**config.mk**
```make
export PLATFORM = sky130hd
export DESIGN_NAME = spoof_replay_sequencer
export DESIGN_NICKNAME = d
export VERILOG_FILES = /design/src/rtl/spoof_replay_sequencer.sv
export SDC_FILE = /design/constraint.sdc
export NUM_CORES = 1
export LEC_CHECK = 0
export ABC_AREA = 1
export BUFFER_PORTS_ARGS = -buffer_cell sky130_fd_sc_hd__clkbuf_2
export CAP_MARGIN = 20
export CORE_ASPECT_RATIO = 1.5
export CORE_UTILIZATION = 50
export DETAILED_ROUTE_END_ITERATION = 12
export PLACE_DENSITY = 0.69
export SETUP_SLACK_MARGIN = 0.15
export SLEW_MARGIN = 10
export SYNTH_ARGS = -nofsm -noshare
export SYNTH_HDL_FRONTEND = slang
export SYNTH_SLANG_ARGS = --single-unit
```
**constraint.sdc**
```tcl
create_clock -name SYSCLK -period 3.76 [get_ports SYSCLK]
set_clock_uncertainty 0.15 [all_clocks]
set_input_delay 0 -clock SYSCLK [delete_from_list [all_inputs] [get_ports SYSCLK]]
set_output_delay 0 -clock SYSCLK [all_outputs]
set_load 0.05 [all_outputs]
```
**src/rtl/spoof_replay_sequencer.sv**
```systemverilog
// Replays memory-fetched answers as sensor replies to CPU SPI commands: wake detect, start byte, per-byte fetch, trigger window, fetch-timeout fault.
// Latency: mem_data_send lags slave_cmd by 1 cycle, and pin/valid decisions lag by SYNC_STAGES. The memory side is throttled by the mem_go/mem_busy handshake.
module spoof_replay_sequencer #(
    parameter int               DATA_W        = 8,
    parameter int               SYNC_STAGES   = 2,
    parameter int               WAKE_CYCLES   = 23750,
    parameter int               IDLE_CYCLES   = 12500000,
    parameter logic [DATA_W-1:0] START_BYTE   = 8'hFC,
    parameter logic [DATA_W-1:0] MARK_BYTE    = 8'hC4,
    parameter logic [7:0]       MARK_COUNT    = 8'd2,
    parameter logic [15:0]      TRIG_OFFSET   = 16'h9000,
    parameter int               TRIG_LEN      = 1,
    parameter int               FETCH_TIMEOUT = 1024,
    parameter logic [DATA_W-1:0] FAULT_BYTE   = 8'hFF
) (
    input  logic              SYSCLK,
    input  logic              resetb,
    input  logic              key_spoof_n,
    input  logic              key_pass_n,
    input  logic              csn_in,
    input  logic              sclk_in,
    input  logic              mosi_in,
    input  logic              slave_valid,
    input  logic [DATA_W-1:0] slave_cmd,
    output logic [DATA_W-1:0] sensor_out,
    output logic              mem_resetb,
    output logic              mem_go,
    output logic [DATA_W-1:0] mem_data_send,
    input  logic              mem_busy,
    input  logic [DATA_W-1:0] mem_data_get,
    output logic              mode,
    output logic              time_trigger,
    output logic [1:0]        led,
    output logic              fault,
    output logic [3:0]        state_dbg,
    output logic [7:0]        mark_cnt
);

    localparam int WK_W = $clog2(WAKE_CYCLES + 2);
    localparam int ID_W = $clog2(IDLE_CYCLES + 2);
    localparam int TO_W = $clog2(FETCH_TIMEOUT + 2);
    localparam logic [16:0] TRIG_END = 17'(TRIG_OFFSET) + 17'(TRIG_LEN);

    typedef enum logic [3:0] {
        IDLE         = 4'd0,
        ARMED        = 4'd1,
        FETCH        = 4'd2,
        WAIT_BUSY    = 4'd3,
        WAIT_DONE    = 4'd4,
        LOAD         = 4'd5,
        WAIT_CONSUME = 4'd6,
        WAIT_NEXT    = 4'd7,
        FAULT        = 4'd8
    } state_t;

    state_t                   state;
    logic [SYNC_STAGES-1:0]   csn_sync, sclk_sync, mosi_sync, valid_sync;
    logic                     csn_s, sclk_s, mosi_s, valid_s;
    logic                     busy_r;
    logic [DATA_W-1:0]        data_get_r;
    logic [WK_W-1:0]          wake_cnt;
    logic [ID_W-1:0]          idle_cnt;
    logic [TO_W-1:0]          to_cnt;
    logic [15:0]              byte_cnt;
    logic                     trig_armed;
    logic                     wake_pat, idle_pat, in_window;

    always_ff @(posedge SYSCLK or negedge resetb) begin
        if (!resetb) begin
            csn_sync      <= '0;
            sclk_sync     <= '0;
            mosi_sync     <= '0;
            valid_sync    <= '0;
            mem_data_send <= '0;
            busy_r        <= 1'b0;
            data_get_r    <= '0;
        end else begin
            csn_sync      <= {csn_sync[SYNC_STAGES-2:0], csn_in};
            sclk_sync     <= {sclk_sync[SYNC_STAGES-2:0], sclk_in};
            mosi_sync     <= {mosi_sync[SYNC_STAGES-2:0], mosi_in};
            valid_sync    <= {valid_sync[SYNC_STAGES-2:0], slave_valid};
            mem_data_send <= slave_cmd;
            busy_r        <= mem_busy;
            data_get_r    <= mem_data_get;
        end
    end

    assign csn_s     = csn_sync[SYNC_STAGES-1];
    assign sclk_s    = sclk_sync[SYNC_STAGES-1];
    assign mosi_s    = mosi_sync[SYNC_STAGES-1];
    assign valid_s   = valid_sync[SYNC_STAGES-1];
    // Sensor wake: CS high, clock low, MOSI high. Bus idle: all three low.
    assign wake_pat  = csn_s & ~sclk_s & mosi_s;
    assign idle_pat  = ~csn_s & ~sclk_s & ~mosi_s;
    assign in_window = ({1'b0, byte_cnt} >= {1'b0, TRIG_OFFSET}) && ({1'b0, byte_cnt} < TRIG_END);

    assign time_trigger = trig_armed & mosi_in;
    assign state_dbg    = state;

    always_ff @(posedge SYSCLK or negedge resetb) begin
        if (!resetb) begin
            state      <= IDLE;
            sensor_out <= '0;
            mem_resetb <= 1'b0;
            mem_go     <= 1'b0;
            mode       <= 1'b0;
            led        <= 2'b00;
            fault      <= 1'b0;
            mark_cnt   <= '0;
            wake_cnt   <= '0;
            idle_cnt   <= '0;
            to_cnt     <= '0;
            byte_cnt   <= '0;
            trig_armed <= 1'b0;
        end else if (!key_pass_n) begin
            state      <= IDLE;
            mode       <= 1'b1;
            led        <= 2'b11;
            wake_cnt   <= '0;
            idle_cnt   <= '0;
            mem_go     <= 1'b0;
            mem_resetb <= 1'b0;
        end else if (!key_spoof_n) begin
            state      <= IDLE;
            mode       <= 1'b0;
            led        <= 2'b00;
            wake_cnt   <= '0;
            idle_cnt   <= '0;
            mem_go     <= 1'b0;
            mem_resetb <= 1'b0;
        end else if (state != IDLE && idle_cnt > ID_W'(IDLE_CYCLES)) begin
            // fault stays set so the cause is still visible until the next arm
            state      <= IDLE;
            idle_cnt   <= '0;
            mem_go     <= 1'b0;
            mem_resetb <= 1'b0;
        end else begin
            if (state != IDLE && idle_pat)
                idle_cnt <= idle_cnt + 1'b1;
            else
                idle_cnt <= '0;

            case (state)
                IDLE: begin
                    sensor_out <= '0;
                    mem_resetb <= 1'b0;
                    mem_go     <= 1'b0;
                    if (wake_pat) begin
                        if (wake_cnt > WK_W'(WAKE_CYCLES)) begin
                            state    <= ARMED;
                            wake_cnt <= '0;
                        end else begin
                            wake_cnt <= wake_cnt + 1'b1;
                        end
                    end else begin
                        wake_cnt <= '0;
                    end
                end
                ARMED: begin
                    mark_cnt   <= '0;
                    byte_cnt   <= '0;
                    trig_armed <= 1'b0;
                    fault      <= 1'b0;
                    sensor_out <= '0;
                    if (mem_data_send == START_BYTE) begin
                        mem_resetb <= 1'b1;
                        state      <= FETCH;
                    end
                end
                FETCH: begin
                    mem_go <= 1'b1;
                    to_cnt <= '0;
                    if (mem_data_send == MARK_BYTE && mark_cnt != 8'hFF)
                        mark_cnt <= mark_cnt + 8'd1;
                    state <= WAIT_BUSY;
                end
                WAIT_BUSY: begin
                    if (busy_r) begin
                        mem_go <= 1'b0;
                        state  <= WAIT_DONE;
                    end else if (to_cnt >= TO_W'(FETCH_TIMEOUT)) begin
                        state <= FAULT;
                    end else begin
                        to_cnt <= to_cnt + 1'b1;
                    end
                end
                WAIT_DONE: begin
                    if (!busy_r)
                        state <= LOAD;
                end
                LOAD: begin
                    sensor_out <= data_get_r;
                    state      <= WAIT_CONSUME;
                end
                WAIT_CONSUME: begin
                    if (!valid_s) begin
                        // window test uses the byte index before this byte is counted
                        trig_armed <= in_window;
                        if (mark_cnt == MARK_COUNT && byte_cnt != 16'hFFFF)
                            byte_cnt <= byte_cnt + 16'd1;
                        state <= WAIT_NEXT;
                    end
                end
                WAIT_NEXT: begin
                    if (valid_s)
                        state <= FETCH;
                end
                FAULT: begin
                    mem_go     <= 1'b0;
                    fault      <= 1'b1;
                    sensor_out <= FAULT_BYTE;
                end
                default: state <= IDLE;
            endcase
        end
    end

endmodule

```
==> metrics, run 1 <==
status=completed; H-tree depth=4; mean post-synth cell area=7.954 um2; critical path's top delay family=simple AND/OR/NAND/NOR gates; total track usage=24.67%; register area share after synthesis=47.58%; Synth area leader=dfrtp_1; CP max FO=20; CP endpoint kind=register; Initial Util=51.03%; Critical Path AT=2920 ps; TNS Setup=0 ps; largest net degree at the start of global routing=67; area growth from synthesis to layout=21.55%; Comb power frac=6.6%; final setup violation count=0; peak supply drop=0.3206 mV; leakage power=0.003433 uW; P_int=2555 uW; Slowest-stage cell, CP=dfrtp_1; RSZ-0062 raised after global routing=no; CTS clock-pin slew for the worst setup and hold paths=50 ps; sequential power share=39.9%; Worst Hold Class=in2reg; Crit path required time=3920 ps; number of synthesized flops with an enable pin=0; Pins Over Slew Limit=0; final global-route overflow total=0; multi-input combinational cell area=0.002800 mm2; largest cells by area after synthesis=dfrtp_1, nand2_1, nor2_1, xor2_1, nand3_1; synth cell count leaders=nand2_1, dfrtp_1, nor2_1, inv_1, nand3_1; sequential standard cell area=0.002903 mm2; Fin. Hold Viols=0; Top FF cell, synth=dfrtp_1; global placement routability congestion=0.9114; CTS tree=done; Power, Total=3294 uW; HPWL reported at the end of detailed placement=10,090 um; synth unique cells=40; Fmax=0.3625 GHz; Vert. Die Dim=137.3 um; fin crit share=73.36%; nets@finish=891; crit-path max cell delay=460 ps; vias in the first global route=5,351; sw frac=22.44%; Syn. warnings=0; Worst-Skew Late Latency=410 ps; Final Util=62.03%; antenna cells=0; Vias=5,407; Vias/cell=5.285; crit-path cells=nor2_1, inv_2, nor2_2, inv_1, nand3_2, nand2_1, inv_1, nand2_1, nor3_1; drt total wl=14,420 um; clock network power share=53.4%; antenna violations before repair=0; CORE AREA=0.01196 mm2; Synth Instances=767; Max Cap Violations=0; Rows=49; top cell type's share of synthesized area=47.58%; asr flop ratio synth=100.0%; syn_nets=801; die width=92.19 um; post-DR wirelength/cell=14.09 um; Crit Path Category=reg2reg; Post-CTS Setup Inserts=0; Post-DRT Antenna Nets=0; IO buf count=59; CP bufs+invs=3; synthesized area=0.006101 mm2; most common cell in the netlist=nand2_1; global-route wire length before repair=24,390 um; fillers=1,033; Hold WS=82.18 ps; CTS root buf=clkbuf_16; Final min period=2758 ps; DRT Pass-1 Iters=5; die area=0.01266 mm2; Switching Power=739.0 uW; CP Launch Type=register; #FFs+latches synth=116; Num CTS Buffers=17; Worst-Margin Slew=868.6 ps; Slew headroom=42.09%; I/O pins=60; layout cell share with drive strength beyond 1=14.94%; CTS Buffer Depth=2; pwr dens=444.1 mW/mm2; Initial DRC Count=223; DRC=0; CTS sink cnt=116
-- layout by cell type, fill, tap and decap left out, types with 2 or more instances in the layout --
cell,n
a21oi_1,12
a31oi_1,4
bufinv_16,5
clkbuf_1,3
clkbuf_16,17
clkbuf_2,58
clkbuf_8,2
clkinv_1,2
clkinv_2,4
dfrtp_1,116
dlygate4sd3_1,25
ha_1,9
inv_1,76
inv_2,5
nand2_1,202
nand2_2,2
nand3_1,58
nand3b_1,2
nand4_1,19
nor2_1,91
nor2_2,4
nor3_1,19
nor3_2,5
nor3b_1,3
nor4_1,11
o21ai_0,22
o21ai_1,13
o21ai_2,7
o22ai_1,6
o31ai_1,2
or2_2,15
xnor2_1,4
xor2_1,34
-- area by class of cell --
class                           count  share of cell area (%)
Sequential cell                   116                   39.14
Multi-Input combinational cell    554                   37.76
Timing Repair Buffer               85                   7.660
Clock buffer                       22                   6.259
Inverter                           83                   4.201
Tap cell                          153                   2.581
Clock inverter                     10                   2.396
-- metrics by stage --
step,instance area (um2),setup slack (ps),std cells
after global placement,6524,1170,966
after detailed placement,6524,1072,966
after global routing,7416,723.6,1023
after CTS,7416,1014,1023
after floorplan,6101,1490,767
final,7416,1002,1023
-- registers in the layout, indices dropped and copies added, names as in the netlist, 2 cells and up --
register	flops
state_dbg	4
sclk_sync	2
byte_cnt	16
mark_cnt	8
sensor_out	8
valid_sync	2
mosi_sync	2
idle_cnt	24
wake_cnt	15
mem_data_send	8
csn_sync	2
data_get_r	8
to_cnt	11
-- power groups by stage --
stage / Sequential [uW] / Clock (uW) / Combinational (uW)
2_1_floorplan: 1360 / 0 / 94.9
5_1_grt: 1320 / 1840 / 247
3_5_place_dp: 1330 / 0 / 199
6_report: 1310 / 1760 / 219
4_1_cts: 1310 / 1780 / 221
3_3_place_gp: 1330 / 0 / 194
-- per-layer routing --
metal / part of all wire (%) / GRT usage (%) / vias to the layer above
met5: 0 / 0 / -
met4: 2.7 / 11.46 / 0
met3: 3.0 / 5.243 / 36
met2: 54 / 45.65 / 128
met1: 40 / 26.73 / 2575
li1: - / - / 2668
-- worst reg2reg max path: stages, from the launching register on --
cell and delay [ps]:
dfrtp_1 460, nor2_1 310, inv_2 80, nor2_2 190, inv_1 110, nand3_2 270, nand2_1 200, inv_1 130
nand2_1 400, nor3_1 360
-- worst paths after layout --
kind	cells after the start	endpoint	from	slack, ps
max	9	idle_cnt[18]	state_dbg[0]	1000
min	2	sclk_sync[0]	sclk_in	80
max reg2reg	9	idle_cnt[18]	state_dbg[0]	1000
min reg2reg	0	valid_sync[1]	valid_sync[0]	210
max in group asynchronous	3	state_dbg[0]	resetb	2590
min in group asynchronous	2	wake_cnt[10]	resetb	100
-- logic make-up after synthesis --
logic type | synth area share, %
buf+inv | 6.522
xor+xnor | 5.455
simple gates | 31.36
compound gates | 7.240
fa+ha+maj | 1.846
flops | 47.58
-- timing repair --
item,CTS,global route
hold buffers,25,0
hold endpoints to repair,93,0
resized for setup,0,0
(Power assumes the default switching activity.)
==> run 2, diff against run 1 <==
- clock period: 3.76 -> 2.9 ns (I/O delays scaled with it)
==> run 2 against run 1 <==
Worst hold slack got worse by 72 ps. Utilization increased by 0.084 points. Critical path depth decreased by 2. Largest cell class unchanged. Total power increased by 25%. Register-to-register slack got worse by 510 ps. Non-clock buffer count increased by 6.
==> metrics, run 2 (synthesis gave the netlist of run 1 again) <==
Slew headroom=47.11%; Largest regs=idle_cnt (24), byte_cnt (16), wake_cnt (15); peak supply drop=0.3672 mV; Worst-Skew Late Latency=410 ps; Vias=5,405; crit-path cells=or2_2, nor4_1, o21ai_0, a21boi_2, nand2_2, nand2_1, o21ai_2; CTS Buffer Depth=2; Worst-Margin Slew=790.8 ps; Largest register FFs=24; largest net degree at the start of global routing=64; area growth from synthesis to layout=21.72%; Fmax=0.4151 GHz; CP endpoint kind=register; drt total wl=14,330 um; CP max FO=29; Worst Hold Class=in2async; Final Util=62.11%; die area=0.01266 mm2; most common cell after layout, fill and taps aside=nand2_1; DRT Pass-1 Iters=6; Reg-to-Reg End=byte_cnt[0]; total track usage=24.37%; IO buf count=59; Finished Layout Cells=1,029; Pins Over Slew Limit=0; Initial DRC Count=249; crit-path max cell delay=450 ps; H-tree depth=4; CTS clock-pin slew for the worst setup and hold paths=60 ps; Vias/cell=5.253; CP Launch Type=register; status=completed; CTS tree=done; reg2reg setup slack=490 ps; Rows=49; pwr dens=555.2 mW/mm2; Fin. Hold Viols=0; RR Startpoint=mark_cnt[6]; nets@finish=897; HPWL reported at the end of detailed placement=10,200 um; CTS root buf=clkbuf_16; global placement routability congestion=0.9742; DRC=0; TNS Setup=0 ps; final setup violation count=0; global-route wire length before repair=23,970 um; Final min period=2409 ps; post-DR wirelength/cell=13.93 um; layout cell share with drive strength beyond 1=15.41%; Initial Util=51.03%; post-CTS sizing=0; Num CTS Buffers=17; R2R depth=7; leakage power=0.003446 uW; post-route cell area=0.007426 mm2; antenna violations before repair=0; antenna cells=0; Vert. Die Dim=137.3 um; I/O pins=60; CTS sink cnt=116; Slowest-stage cell, CP=dfrtp_1; RSZ-0062 raised after global routing=no; Max Cap Violations=0; Largest Register=idle_cnt; fin crit share=83.08%; Crit path required time=3040 ps; Critical Path AT=2550 ps; most frequent cells in the layout=nand2_1, dfrtp_1, nor2_1; Crit Path Category=reg2reg; DP Area=0.006561 mm2; # placed instances=971; final global-route overflow total=0; Hold WS=10.44 ps; CORE AREA=0.01196 mm2; die width=92.19 um; vias in the first global route=5,386; Post-CTS Setup Inserts=0; Post-DRT Antenna Nets=0
==> run 2: cell types whose count changed in the layout (fill, tap and decap cells not counted) <==
cell	change
clkbuf_8	+1
bufinv_16	-2
dlygate4sd3_1	+1
clkinv_4	+1
buf_4	+5
==> run 2: critical path, delay by kind of cell (launching register included) <==
| kind | cells | cell delay, ps |
|---|---|---|
| and+or+nand+nor | 4 | 1180 |
| AOI/OAI and AO/OA | 3 | 500 |
| DFF | 1 | 450 |
==> run 2: through the flow <==
step / power (uW) / setup WS (ps)
5_1_grt: 4268 / 209.2
3_5_place_dp: 1991 / 496.9
4_1_cts: 4164 / 436.1
6_report: 4123 / 490.7
3_3_place_gp: 1982 / 592.6
2_1_floorplan: 1885 / 630.5
==> run 2: cell type report <==
cell class                      count  area (um2)
Tap cell                          153       191.4
Multi-Input combinational cell    554        2800
Fill cell                        1023        4529
Clock buffer                       23       478.0
Timing Repair Buffer               91       615.6
Inverter                           83       311.5
Clock inverter                      9       126.4
Sequential cell                   116        2903
==> run 2: power breakdown <==
group | leakage (uW) | total, uW | internal (uW) | switching, uW
clock network | 0.000297 | 2130 | 1410 | 718
registers | 0.00155 | 1700 | 1660 | 39.9
logic | 0.00160 | 287 | 87.6 | 199
==> run 2: worst max-delay path by stage <==
stage,start,to
floorplan,state_dbg[0],byte_cnt[10]
global placement,mark_cnt[6],byte_cnt[0]
detailed placement,mark_cnt[6],byte_cnt[1]
CTS,mark_cnt[6],byte_cnt[4]
global route,state_dbg[0],idle_cnt[2]
finish,mark_cnt[6],byte_cnt[0]
==> run 2: layer usage <==
metal / vias up / global-route usage [%] / wire, um
li1: 2680 / - / -
met1: 2583 / 26.15 / 5787
met2: 114 / 44.61 / 7793
met3: 28 / 5.298 / 439
met4: 0 / 12.76 / 310
met5: - / 0 / 0
==> run 2: what timing repair did <==
item	in CTS	in global routing
endpoints found under the setup margin	0	0
hold buffers	26	0
endpoints found under the hold margin	144	0
